[src/rtl/layer_hit_injector.sv]
// -----------------------------------------------------------------------------
// layer_hit_injector
//
// Synthetic-hit source for chamber self-test. Generates straight-track
// wire-group hit bursts on six 96-bit layer buses, in the same format the
// one-shot input stage receives. It is muxed with the real AFEB inputs. Each
// burst is a train of fixed-width pulses, and a dead gap between pulses lets
// the one-shots re-arm.
//
// Parameters
//   GAP_CYCLES  idle cycles between pulses (>= 2)
//
// Ports
//   i_clk       system clock, rising edge
//   i_rst_n     asynchronous active-low reset
//   i_start     single-cycle request, sampled only in IDLE
//   i_abort     return to IDLE on the next edge, no done pulse
//   i_key_wg    wire group to hit (0..95), captured at start
//   i_ly_mask   layer enable, bit n drives o_lyn, captured at start
//   i_delay     cycles from start to first pulse, captured at start
//   i_width     pulse width minus one, captured at start
//   i_repeat    number of pulses minus one, captured at start
//   o_ly0..5    registered hit patterns
//   o_busy      high from the cycle after an accepted start until IDLE
//   o_done      one-cycle pulse on normal completion
//
// Build option
//   INJ_SWEEP_EN  when defined, the wire group advances by one (95 wraps to 0)
//                 after each pulse's gap. A captured key above 95 is forced
//                 to 0 first.
// -----------------------------------------------------------------------------
module layer_hit_injector #(
    parameter int unsigned GAP_CYCLES = 16
) (
    input  logic        i_clk,
    input  logic        i_rst_n,
    input  logic        i_start,
    input  logic        i_abort,
    input  logic [6:0]  i_key_wg,
    input  logic [5:0]  i_ly_mask,
    input  logic [3:0]  i_delay,
    input  logic [2:0]  i_width,
    input  logic [7:0]  i_repeat,
    output logic [95:0] o_ly0,
    output logic [95:0] o_ly1,
    output logic [95:0] o_ly2,
    output logic [95:0] o_ly3,
    output logic [95:0] o_ly4,
    output logic [95:0] o_ly5,
    output logic        o_busy,
    output logic        o_done
);

    localparam int unsigned GW = (GAP_CYCLES > 2) ? $clog2(GAP_CYCLES) : 1;

    typedef enum logic [1:0] {
        ST_IDLE,
        ST_DELAY,
        ST_DRIVE,
        ST_GAP
    } state_t;

    state_t           r_state;
    logic [3:0]       r_dly_cnt;
    logic [2:0]       r_wid_cnt;
    logic [7:0]       r_rep_cnt;
    logic [GW-1:0]    r_gap_cnt;
    logic [2:0]       r_width;
    logic [5:0]       r_mask;
    logic [6:0]       r_wg;
    logic [5:0][95:0] r_ly;
    logic             r_busy;
    logic             r_done;

    logic [95:0]      w_onehot;
    logic [5:0][95:0] w_pat;

    // Compare-based decode. A wire group above 95 matches no bit, so an
    // illegal key simply yields an all-zero pattern without indexing.
    always_comb begin
        w_onehot = '0;
        for (int unsigned b = 0; b < 96; b++) begin
            w_onehot[b] = (r_wg == 7'(b));
        end
    end

    always_comb begin
        w_pat = '0;
        for (int unsigned n = 0; n < 6; n++) begin
            w_pat[n] = r_mask[n] ? w_onehot : '0;
        end
    end

    // The layer registers follow the state with one cycle of lag. As a result,
    // the first pulse appears after edge E(2+delay), and each pulse lasts
    // exactly as many cycles as the FSM spends in DRIVE.
    always_ff @(posedge i_clk or negedge i_rst_n) begin
        if (!i_rst_n) begin
            r_state   <= ST_IDLE;
            r_dly_cnt <= '0;
            r_wid_cnt <= '0;
            r_rep_cnt <= '0;
            r_gap_cnt <= '0;
            r_width   <= '0;
            r_mask    <= '0;
            r_wg      <= '0;
            r_ly      <= '0;
            r_busy    <= 1'b0;
            r_done    <= 1'b0;
        end else if (i_abort) begin
            r_state <= ST_IDLE;
            r_ly    <= '0;
            r_busy  <= 1'b0;
            r_done  <= 1'b0;
        end else begin
            r_done <= 1'b0;
            r_ly   <= (r_state == ST_DRIVE) ? w_pat : '0;
            case (r_state)
                ST_IDLE: begin
                    if (i_start) begin
                        r_dly_cnt <= i_delay;
                        r_wid_cnt <= i_width;
                        r_rep_cnt <= i_repeat;
                        r_width   <= i_width;
                        r_mask    <= i_ly_mask;
`ifdef INJ_SWEEP_EN
                        r_wg      <= (i_key_wg > 7'd95) ? '0 : i_key_wg;
`else
                        r_wg      <= i_key_wg;
`endif
                        r_busy    <= 1'b1;
                        r_state   <= ST_DELAY;
                    end
                end
                ST_DELAY: begin
                    if (r_dly_cnt == '0) begin
                        r_state <= ST_DRIVE;
                    end else begin
                        r_dly_cnt <= r_dly_cnt - 4'd1;
                    end
                end
                ST_DRIVE: begin
                    if (r_wid_cnt == '0) begin
                        r_gap_cnt <= GW'(GAP_CYCLES - 1);
                        r_state   <= ST_GAP;
                    end else begin
                        r_wid_cnt <= r_wid_cnt - 3'd1;
                    end
                end
                ST_GAP: begin
                    if (r_gap_cnt == '0) begin
                        if (r_rep_cnt == '0) begin
                            r_busy  <= 1'b0;
                            r_done  <= 1'b1;
                            r_state <= ST_IDLE;
                        end else begin
                            r_rep_cnt <= r_rep_cnt - 8'd1;
                            r_wid_cnt <= r_width;
`ifdef INJ_SWEEP_EN
                            r_wg      <= (r_wg == 7'd95) ? '0 : r_wg + 7'd1;
`endif
                            r_state   <= ST_DRIVE;
                        end
                    end else begin
                        r_gap_cnt <= r_gap_cnt - GW'(1);
                    end
                end
                default: r_state <= ST_IDLE;
            endcase
        end
    end

    assign o_ly0  = r_ly[0];
    assign o_ly1  = r_ly[1];
    assign o_ly2  = r_ly[2];
    assign o_ly3  = r_ly[3];
    assign o_ly4  = r_ly[4];
    assign o_ly5  = r_ly[5];
    assign o_busy = r_busy;
    assign o_done = r_done;

endmodule

[config.mk]
export PLATFORM = sky130hd
export DESIGN_NAME = layer_hit_injector
export DESIGN_NICKNAME = d
export VERILOG_FILES = /design/src/rtl/layer_hit_injector.sv
export SDC_FILE = /design/constraint.sdc
export NUM_CORES = 1
export LEC_CHECK = 0
export CAP_MARGIN = 20
export CORE_AREA = 2 2 235 237
export CTS_BUF_LIST = sky130_fd_sc_hd__clkbuf_4 sky130_fd_sc_hd__clkbuf_8
export DETAILED_ROUTE_END_ITERATION = 8
export DIE_AREA = 0 0 237 239
export SKIP_LAST_GASP = 1
export SYNTH_ARGS = -nofsm -noshare
export SYNTH_HDL_FRONTEND = slang
export SYNTH_SLANG_ARGS = --single-unit
[constraint.sdc]
create_clock -name i_clk -period 5.2 [get_ports i_clk]
set_input_delay 1.04 -clock i_clk [delete_from_list [all_inputs] [get_ports i_clk]]
set_output_delay 1.04 -clock i_clk [all_outputs]
set_load 0.02 [all_outputs]
==> Word level (Yosys, flattened, before mapping) <==
Index checks and enable logic that the tools add are counted.
{ "word_totals": {"mem_bits_ro": 0, "register_bits": 615, "ram_bits": 0, "output_inout_bits": 578, "latchBits": 0, "inputBits": 32, "n_memories": 0} }
{ "op_classes": {"mul": 0, "order_cmp": 0, "reduce_logical": 18, "n_addsub": 4, "div_mod_pow": 0, "bitwise": 1, "n_eq_ne": 110, "shifts": 0, "muxes": 39} }
{ "op_table": {"columns": ["op", "count"], "rows": [
  ["2-to-1 mux 576 bit", 2],
  ["2-to-1 mux 96 bit", 6],
  ["equality test 7 x 6 -> 1 bit, second input constant", 32],
  ["equality test 7 bit, second input constant", 32],
  ["equality test 7 x 5 -> 1 bit, second input constant", 16],
  ["equality test 7 x 4 -> 1 bit, second input constant", 8],
  ["equality test 7 x 3 -> 1 bit, second input constant", 4],
  ["2-to-1 mux 8 bit", 3],
  ["2-to-1 mux 4 bit", 4],
  ["case mux 4 bit (2 select lines)", 2],
  ["case mux 8 bit (2 select lines)", 1],
  ["AND reduction 4 bit", 4],
  ["equality test 7 x 2 -> 1 bit, second input constant", 2],
  ["2-to-1 mux 2 bit", 6],
  ["2-to-1 mux 3 bit", 4],
  ["inequality test 2 bit, second input constant", 6],
  ["inequality test 3 bit, second input constant", 4],
  ["case mux 3 bit (3 select lines)", 1],
  ["zero test 4 bit", 2],
  ["zero test 8 bit", 1],
  ["2-to-1 mux 1 bit", 8],
  ["case mux 2 bit (4 select lines)", 1],
  ["subtractor 4 x 1 -> 4 bit, second input constant", 2],
  ["subtractor 8 x 1 -> 8 bit, second input constant", 1],
  ["16 further kinds", 20]
]} }

==> Logic depth before layout (Yosys ltp) <==
Gate-level depths: netlist of the first run.
{ "depth": {"depth_word": 5, "ltp_mapped": 7, "ltp_nobuf": 6} }

==> Least setup slack after synthesis of the first run <==
No wires, ideal clock.
{ "synth_path": {"path_type": "input to register", "from": "in i_abort", "to": "reg r_ly (netlist bit o_ly2[48])", "path_buffers": 3, "path_stages": 7, "setup_time_ps": 77, "slack_ps": 2849, "arrival_time_ps": 2274, "required_time_ps": 5123, "path_cell_list": "buf_2 nand2b_1 nor2_1 nand2_1 buf_2 buf_1 nor2_1"} }
{ "synth_between": {"elab_chain_cells": 1} }
{ "synth_rtl": {"columns": ["item", "line_no", "text"], "rows": [
  ["start, declared", "38", "input logic i_abort,"],
  ["2-to-1 mux 576 bit", "110", "end else if (i_abort) begin"],
  ["end signal, assigned", "117", "r_ly <= (r_state == ST_DRIVE) ? w_pat : '0;"],
  ["end, declared", "71", "logic [5:0][95:0] r_ly;"]
]} }
Every way passes these cells.
A chain may end at the register's enable or synchronous reset.

==> Worst setup path in the final report of the first run <==
{ "layout_path": {"from": "in i_abort", "to": "reg r_ly (netlist bit o_ly1[44])"} }
The elaborated chain is that of the path after synthesis.

==> metrics.csv, run 1 <==
metric,value,unit
pin_count,610,
cts_setup_buffers,0,
ff2ff_path_depth,6,
clkSinkCount,615,
grt_pass1_wl,101,mm
grt_usage,0.245,
ys_types,43,
drc_errors,0,
clk_path_buf_depth,3,
p_leak,12.7,nW
ant_nets,0,
nNetsFinal,2292,
cts_resized,0,
synthFlopType,dfrtp_1,
die_area,56600,sq um
syn_to_final_growth,46.9,%
hold_end,r_width[1],
rsz0062_at_grt,false,
endpoint_kind,flop,
crit_type,input pin to flop,
antenna_found_initial,5,
grt_max_degree,126,
setup_viol,0,
first_pass_iters,5,
finalWeightedCongestion,0.819,
post_drt_wl_per_cell,23.0,microns
synth_edf_count,0,
crit_family,buffers and inverters,
via_per_inst,4.68,
peakVddDrop,0.219,mV
final_common_cell,dfrtp_1,
cts.reportedPaths.clkPinSlew,60,ps
p_total,10.0,mW
tightest_slew,1050,ps
required,5750,ps
hold_depth,2,
period_share,0.575,
die_h,239,microns
core_region_area,54300,sq um
synth.net_count,1629,
startpoint_type,input pin,
ys_warn_count,0,
dp_hpwl,48.5,mm
seqCellArea,15400,sq um
hold_viol,0,
postSynthAreaPerCell,12.2,sq um
reg2reg_slack,2660,ps
multi_input_area,3850,sq um
slew_violations,0,
die_w,237,microns
grt-ovfl-total,0,
period_needed,2990,ps
vias,14100,
maxCapViolCount,0,
arrival,3540,ps
grt_pass1_vias,14500,
cp_max_fo,59,
cts_tree,yes,
postCtsHoldBufs,0,
final_cell_mix,"615 x dfrtp_1, 608 x clkdlybuf4s50_1, 600 x nor2_1",
max_slew_margin,0.301,
wirelength,69.5,mm
worstHoldStart,r_width[1],
slowest_stage,clkdlybuf4s50_1,
max_clock_freq,334,MHz
skew,38.2,ps
nFillCells,4640,
cts_buffers,99,
critPathMaxStageDelay,670,ps
layout-drive-gt1-share,0.0983,
ys_seq_area_frac,0.790,
worstReg2RegStart,r_state[1],
clock_latency,690,ps
crit_path_cell_trace,clkdlybuf4s50_1 -> nand2b_1 -> nor2_1 -> buf_4 -> nand2_4 -> buf_4 -> nor2_1,
start_util,0.359,
syn_area,19500,sq um
crit_buf_inv,3,
fp-row-count,86,
rr_endpoint,o_ly1[44],
async_flop_share,1.00,
drtIter0Drc,742,
cts_root_buf,clkbuf_8,
htreeDepth,3,
io_buffers,609,
netlist_instances,1591,
outcome,"complete, no violations",
p_per_area,351,nW/um^2
ys_ff_latch,615,
hold_class,flop to flop,
setup_tns,0,ps
==> registers in the layout, summed over array words and instances, names as in the netlist <==
name       count
r_rep_cnt      8
r_mask         6
o_busy         1
o_ly2         96
r_wg           7
o_ly5         96
o_done         1
o_ly0         96
r_state        2
r_wid_cnt      3
o_ly3         96
r_gap_cnt      4
o_ly4         96
o_ly1         96
r_width        3
r_dly_cnt      4
==> layer usage <==
| metal | GRT usage | wire length [microns] | up-vias |
|---|---|---|---|
| met3 | 0.0718 | 5040 | 108 |
| met4 | 0.0786 | 1790 | 8 |
| met2 | 0.413 | 34900 | 554 |
| met5 | 0 | 46 | - |
| li1 | - | - | 6243 |
| met1 | 0.304 | 27700 | 7228 |
==> cells in the mapped netlist (7+ instances only) <==
cell type	number	area share
nand2_1	161	0.031
dfrtp_1	615	0.79
buf_2	9	0.0023
nand3_1	7	0.0018
nor3_1	10	0.0026
o21ai_0	13	0.0033
inv_1	9	0.0017
nor2_1	602	0.12
clkbuf_1	38	0.0073
a21oi_1	14	0.0036
buf_1	35	0.0067
nand2b_1	9	0.0029
==> worst reg2reg max path, cell delays in order, from the launching register on <==
cell and delay [ps]:
dfrtp_1 670, nand2b_1 240, nor2_1 160, buf_4 240, nand2_4 480, buf_4 530, nor2_1 160
==> report_power, final <==
part | leakage (nW) | switching (mW) | internal (mW)
sequential | 8.53 | 0.141 | 4.89
clock | 1.07 | 1.85 | 2.34
combinational | 3.10 | 0.584 | 0.237
==> cell families after synthesis <==
| kind of cell | Yosys count | share of synthesized area |
|---|---|---|
| multiplexers | 6 | 0.00308 |
| adder cells (fa/ha/maj) | 6 | 0.00385 |
| AND/OR/NAND/NOR | 818 | 0.166 |
| buffers and inverters | 91 | 0.0181 |
| XOR/XNOR | 1 | 0.000450 |
| AO/OA/AOI/OAI | 54 | 0.0186 |
| flip-flops | 615 | 0.790 |
==> through the flow <==
stage,hold slack [ps],utilization,cell area [sq um],cells,setup slack (ps)
2_1_floorplan,446,-,19500,1591,2850
3_3_place_gp,462,0.489,26600,2856,1640
3_5_place_dp,466,0.490,26600,2857,1560
4_1_cts,481,0.527,28600,3023,2300
5_1_grt,503,0.527,28600,3023,2080
6_report,472,0.527,28600,3024,2210
==> final cells by class <==
cell class                      instances  share of cell area
Sequential cell                       615               0.538
Clock buffer                          151              0.0654
Inverter                                9             0.00118
Antenna cell                            1           0.0000874
Timing Repair Buffer                  644               0.225
Multi-Input combinational cell        885               0.135
Clock inverter                         15             0.00498
Tap cell                              704              0.0308
==> how the worst max path moves through the flow <==
stage	cells after the start	start	to
after floorplan	7	i_abort	o_ly2[48]
after global placement	7	i_abort	o_ly1[52]
after detailed placement	7	i_abort	o_ly2[53]
after CTS	7	i_abort	o_ly1[29]
after global routing	7	i_abort	o_ly1[37]
final	7	i_abort	o_ly1[44]
(Power assumes the default switching activity.)
==> inputs of run 2 (changes only) <==
--- a/config.mk
+++ b/config.mk
@@ -6,10 +6,10 @@
 export NUM_CORES = 1
 export LEC_CHECK = 0
 export CAP_MARGIN = 20
-export CORE_AREA = 2 2 235 237
+export CORE_AREA = 2 2 237 239
 export CTS_BUF_LIST = sky130_fd_sc_hd__clkbuf_4 sky130_fd_sc_hd__clkbuf_8
 export DETAILED_ROUTE_END_ITERATION = 8
-export DIE_AREA = 0 0 237 239
+export DIE_AREA = 0 0 239 241
 export SKIP_LAST_GASP = 1
 export SYNTH_ARGS = -nofsm -noshare
 export SYNTH_HDL_FRONTEND = slang
==> constraint.sdc (replaced) <==
create_clock -name i_clk -period 3.1 [get_ports i_clk]
set_input_delay 0.62 -clock i_clk [delete_from_list [all_inputs] [get_ports i_clk]]
set_output_delay 0.62 -clock i_clk [all_outputs]
set_load 0.02 [all_outputs]
==> run 2 against run 1 <==
Cell count up 1.3%. First-iteration DRC count increased by 1.1%. Sequential cell count did not move. Hold slack got worse by 5.9 ps. Critical path type is now flop to output pin. Highest routed layer unchanged.
==> metrics.csv, run 2 (synthesized netlist as in run 1, its figures left out) <==
metric,value,unit
outcome,"complete, no violations",
die_h,241,microns
max_slew_margin,0.486,
max_clock_freq,425,MHz
die_w,239,microns
via_per_inst,4.70,
clk_path_buf_depth,3,
final_common_cell,dfrtp_1,
nNetsFinal,2318,
cts_root_buf,clkbuf_8,
p_per_area,597,nW/um^2
grt-ovfl-total,0,
met2WireLength,34.1,mm
skew,27.2,ps
hold_class,input pin to flop,
cts_buffers,99,
cts.reportedPaths.clkPinSlew,70,ps
htreeDepth,3,
rr_endpoint,o_ly1[57],
maxCapViolCount,0,
final_cell_mix,"615 x dfrtp_1, 608 x clkdlybuf4s50_1, 602 x nor2_1",
seq_power_share,0.484,
nFillCells,4683,
endpoint_kind,output pin,
p_sw_frac,0.252,
wirelength,69.7,mm
hold_end,r_mask[0],
grt_max_degree,97,
cts_tree,yes,
start_util,0.355,
grt_usage,0.240,
antenna_found_initial,6,
highest_layer,met5,
critPathMaxStageDelay,680,ps
tightest_slew,772,ps
drt-met1-wl,27.2,mm
hold_viol,0,
setup_viol,0,
drtIter0Drc,750,
grt_pass1_wl,99.4,mm
vias,14400,
crit_type,flop to output pin,
post_drt_wl_per_cell,22.8,microns
switchingPower,4.39,mW
arrival,1730,ps
fp-row-count,86,
required,2480,ps
worstHoldStart,i_ly_mask[0],
period_share,0.759,
internal_power,13.0,mW
slowest_stage,clkdlybuf4s50_1,
peakVddDrop,0.345,mV
clkSinkCount,615,
drc_errors,0,
startpoint_type,flop,
instances_no_fill,3062,
finalWeightedCongestion,0.873,
hold_depth,3,
core_region_area,54900,sq um
pin_count,610,
clock_latency,680,ps
setup_tns,0,ps
ff2ff_path_depth,6,
dp_hpwl,50.0,mm
crit_path_cell_trace,clkdlybuf4s50_1,
ant_nets,0,
io_buffers,609,
crit_buf_inv,1,
cp_num_cells,1,
grt_pass1_vias,14700,
comb_power_share,0.081,
die_area,57600,sq um
clockPowerShare,0.435,
cp_max_fo,1,
slew_violations,0,
reg2reg_slack,980,ps
cts_resized,0,
crit_family,buffers and inverters,
first_pass_iters,5,
period_needed,2350,ps
dp.cells,2882,
syn_to_final_growth,49.7,%
dr_wl_met3,5.59,mm
layout-drive-gt1-share,0.112,
p_leak,13.0,nW
worstReg2RegStart,r_state[1],
rsz0062_at_grt,false,
[run 2: power by group through the flow]
| stage | sequential, mW | combinational [mW] | clock [mW] |
|---|---|---|---|
| global placement | 8.56 | 1.40 | 0 |
| finish | 8.44 | 1.41 | 7.58 |
| detailed placement | 8.57 | 1.44 | 0 |
| CTS | 8.43 | 1.44 | 7.75 |
| floorplan | 8.47 | 0.736 | 0 |
| global route | 8.46 | 1.57 | 8.10 |
[run 2: layer usage]
metal  vias to the layer above  GRT usage
li1                       6301          -
met1                      7312      0.294
met2                       616      0.392
met3                       146     0.0745
met4                         6      0.105
met5                         -          0
[run 2: how the worst max path moves through the flow]
stage / from / endpoint / slack [ps]
3_3_place_gp: i_abort / o_ly4[27] / 590
4_1_cts: o_ly0[4] / o_ly0[4] / 670
3_5_place_dp: i_abort / o_ly1[57] / 600
6_report: o_ly0[86] / o_ly0[86] / 750
2_1_floorplan: i_abort / o_ly2[48] / 1170
5_1_grt: o_ly0[90] / o_ly0[90] / 670
[run 2: cell type report]
class	instances	area, sq um	share of cell area
Sequential cell	615	15400	0.528
Antenna cell	1	2.50	0.0000858
Inverter	9	33.8	0.00116
Clock buffer	157	1940	0.0664
Timing Repair Buffer	670	6820	0.234
Tap cell	704	881	0.0302
Clock inverter	21	268	0.00918
Multi-Input combinational cell	885	3830	0.131
[run 2: repair_timing]
action	in CTS	in global routing
hold endpoints to repair	45	0
hold buffers	1	0
buffers inserted	0	0
[run 2: through the flow]
stage	area, sq um	total power, mW	setup WS, ps	util	hold slack (ps)
after floorplan	19500	9.20	1170	-	324
after CTS	29200	17.6	668	0.531	383
final	29200	17.4	747	0.531	466
after global routing	29200	18.1	674	0.531	435
after detailed placement	26900	10.0	604	0.491	469
after global placement	26900	9.96	594	0.491	465
==> inputs of run 3 (changes only) <==
==> constraint.sdc (replaced) <==
create_clock -name i_clk -period 2.4 [get_ports i_clk]
set_input_delay 0.48 -clock i_clk [delete_from_list [all_inputs] [get_ports i_clk]]
set_output_delay 0.48 -clock i_clk [all_outputs]
set_load 0.02 [all_outputs]
==> run 3 against run 2 <==
Sequential cell count stayed put. Critical endpoint is now o_ly5[93]. Clock skew up 11 ps. Routed wire length grew 0.19%. Register-to-register slack got worse by 680 ps. Total power up 28%.
==> metrics.csv, run 3 (synthesized netlist as in run 1, its figures left out) <==
metric,value,unit
outcome,"complete, no violations",
crit_path_cell_trace,clkdlybuf4s50_1,
grt_usage,0.242,
slew_violations,0,
layout-drive-gt1-share,0.119,
p_per_area,759,nW/um^2
slowest_stage,clkdlybuf4s50_1,
skew,38.0,ps
final_cell_mix,"615 x dfrtp_1, 608 x clkdlybuf4s50_1, 602 x nor2_1",
cts_tree,yes,
finalWeightedCongestion,0.855,
grt_pass1_vias,14900,
nNetsFinal,2345,
antenna_found_initial,3,
cts_setup_buffers,0,
die_h,241,microns
max_clock_freq,447,MHz
period_share,0.933,
period_needed,2240,ps
peakVddDrop,0.464,mV
clock_latency,700,ps
clkSinkCount,615,
highest_layer,met5,
htreeDepth,3,
cts_buffers,97,
clk_path_buf_depth,3,
dp_hpwl,51.1,mm
setup_tns,0,ps
arrival,1760,ps
io_buffers,609,
cts_root_buf,clkbuf_8,
post_drt_wl_per_cell,22.7,microns
startpoint_type,flop,
maxCapViolCount,0,
ant_nets,0,
required,1920,ps
via_per_inst,4.67,
dp_slack,143,ps
crit_family,buffers and inverters,
endpoint_kind,output pin,
first_pass_iters,5,
final_common_cell,dfrtp_1,
critPathMaxStageDelay,730,ps
reg2reg_slack,300,ps
cts.reportedPaths.clkPinSlew,60,ps
drtIter0Drc,689,
fp-row-count,86,
grt_pass1_wl,100,mm
dr_wl_met3,5.57,mm
final_util,0.533,
nFillCells,4671,
wirelength,69.9,mm
max_slew_margin,0.559,
tightest_slew,659,ps
hold_viol,0,
syn_to_final_growth,50.2,%
start_util,0.355,
p_leak,13.1,nW
rsz0062_at_grt,false,
die_w,239,microns
met2WireLength,34.5,mm
finalWorstSetupSlack,161,ps
crit_buf_inv,1,
grt-ovfl-total,0,
die_area,57600,sq um
grt_max_degree,96,
pin_count,610,
cp_max_fo,1,
setup_viol,0,
drc_errors,0,
hold_class,input pin to asynchronous set/reset pin,
crit_type,flop to output pin,
drt-met1-wl,27.4,mm
core_region_area,54900,sq um
vias,14400,
run 3: timing repair:
item | CTS | global route
endpoints found under the setup margin | 0 | 0
hold buffers | 1 | 0
endpoints found under the hold margin | 69 | 0
resized for setup | 0 | 0
run 3: per-layer routing:
layer	global-route usage	vias up
li1	-	6367
met1	0.297	7285
met2	0.400	609
met3	0.0791	132
met4	0.0919	2
met5	0	-
run 3: final cells by class:
cell class / count / area, sq um / share of cell area
tap: 704 / 881 / 0.0301
clock buffer: 152 / 1870 / 0.0638
timing repair buffer: 699 / 7020 / 0.240
clock inverter: 18 / 243 / 0.00829
antenna: 3 / 7.51 / 0.000256
inverter: 9 / 33.8 / 0.00115
sequential: 615 / 15400 / 0.526
multi-input combinational: 885 / 3830 / 0.131
run 3: metrics by stage:
stage	hold WS, ps	instances	power [mW]	instance area (sq um)
2_1_floorplan	184	1591	11.9	19500
3_3_place_gp	395	2911	12.9	27100
3_5_place_dp	390	2911	13.0	27100
4_1_cts	213	3082	22.5	29300
5_1_grt	227	3083	23.1	29300
6_report	253	3085	22.2	29300
run 3: report_power, final:
part           switching [mW]  internal (mW)  total (mW)
clock network            4.06           5.41        9.47
logic                    1.26          0.601        1.86
registers               0.301           10.6        10.9
run 3: path summary, 6_finish.rpt:
path / to / from / depth (start not counted)
setup / recovery: o_ly5[93] / o_ly5[93] / 1
hold / removal: o_ly3[29] / i_rst_n / 2
setup reg to reg: o_ly4[27] / r_wg[2] / 5
hold reg to reg: r_width[2] / r_width[2] / 2
max in group asynchronous: o_ly0[5] / i_rst_n / 4
min in group i_clk: r_wg[2] / i_key_wg[2] / 3
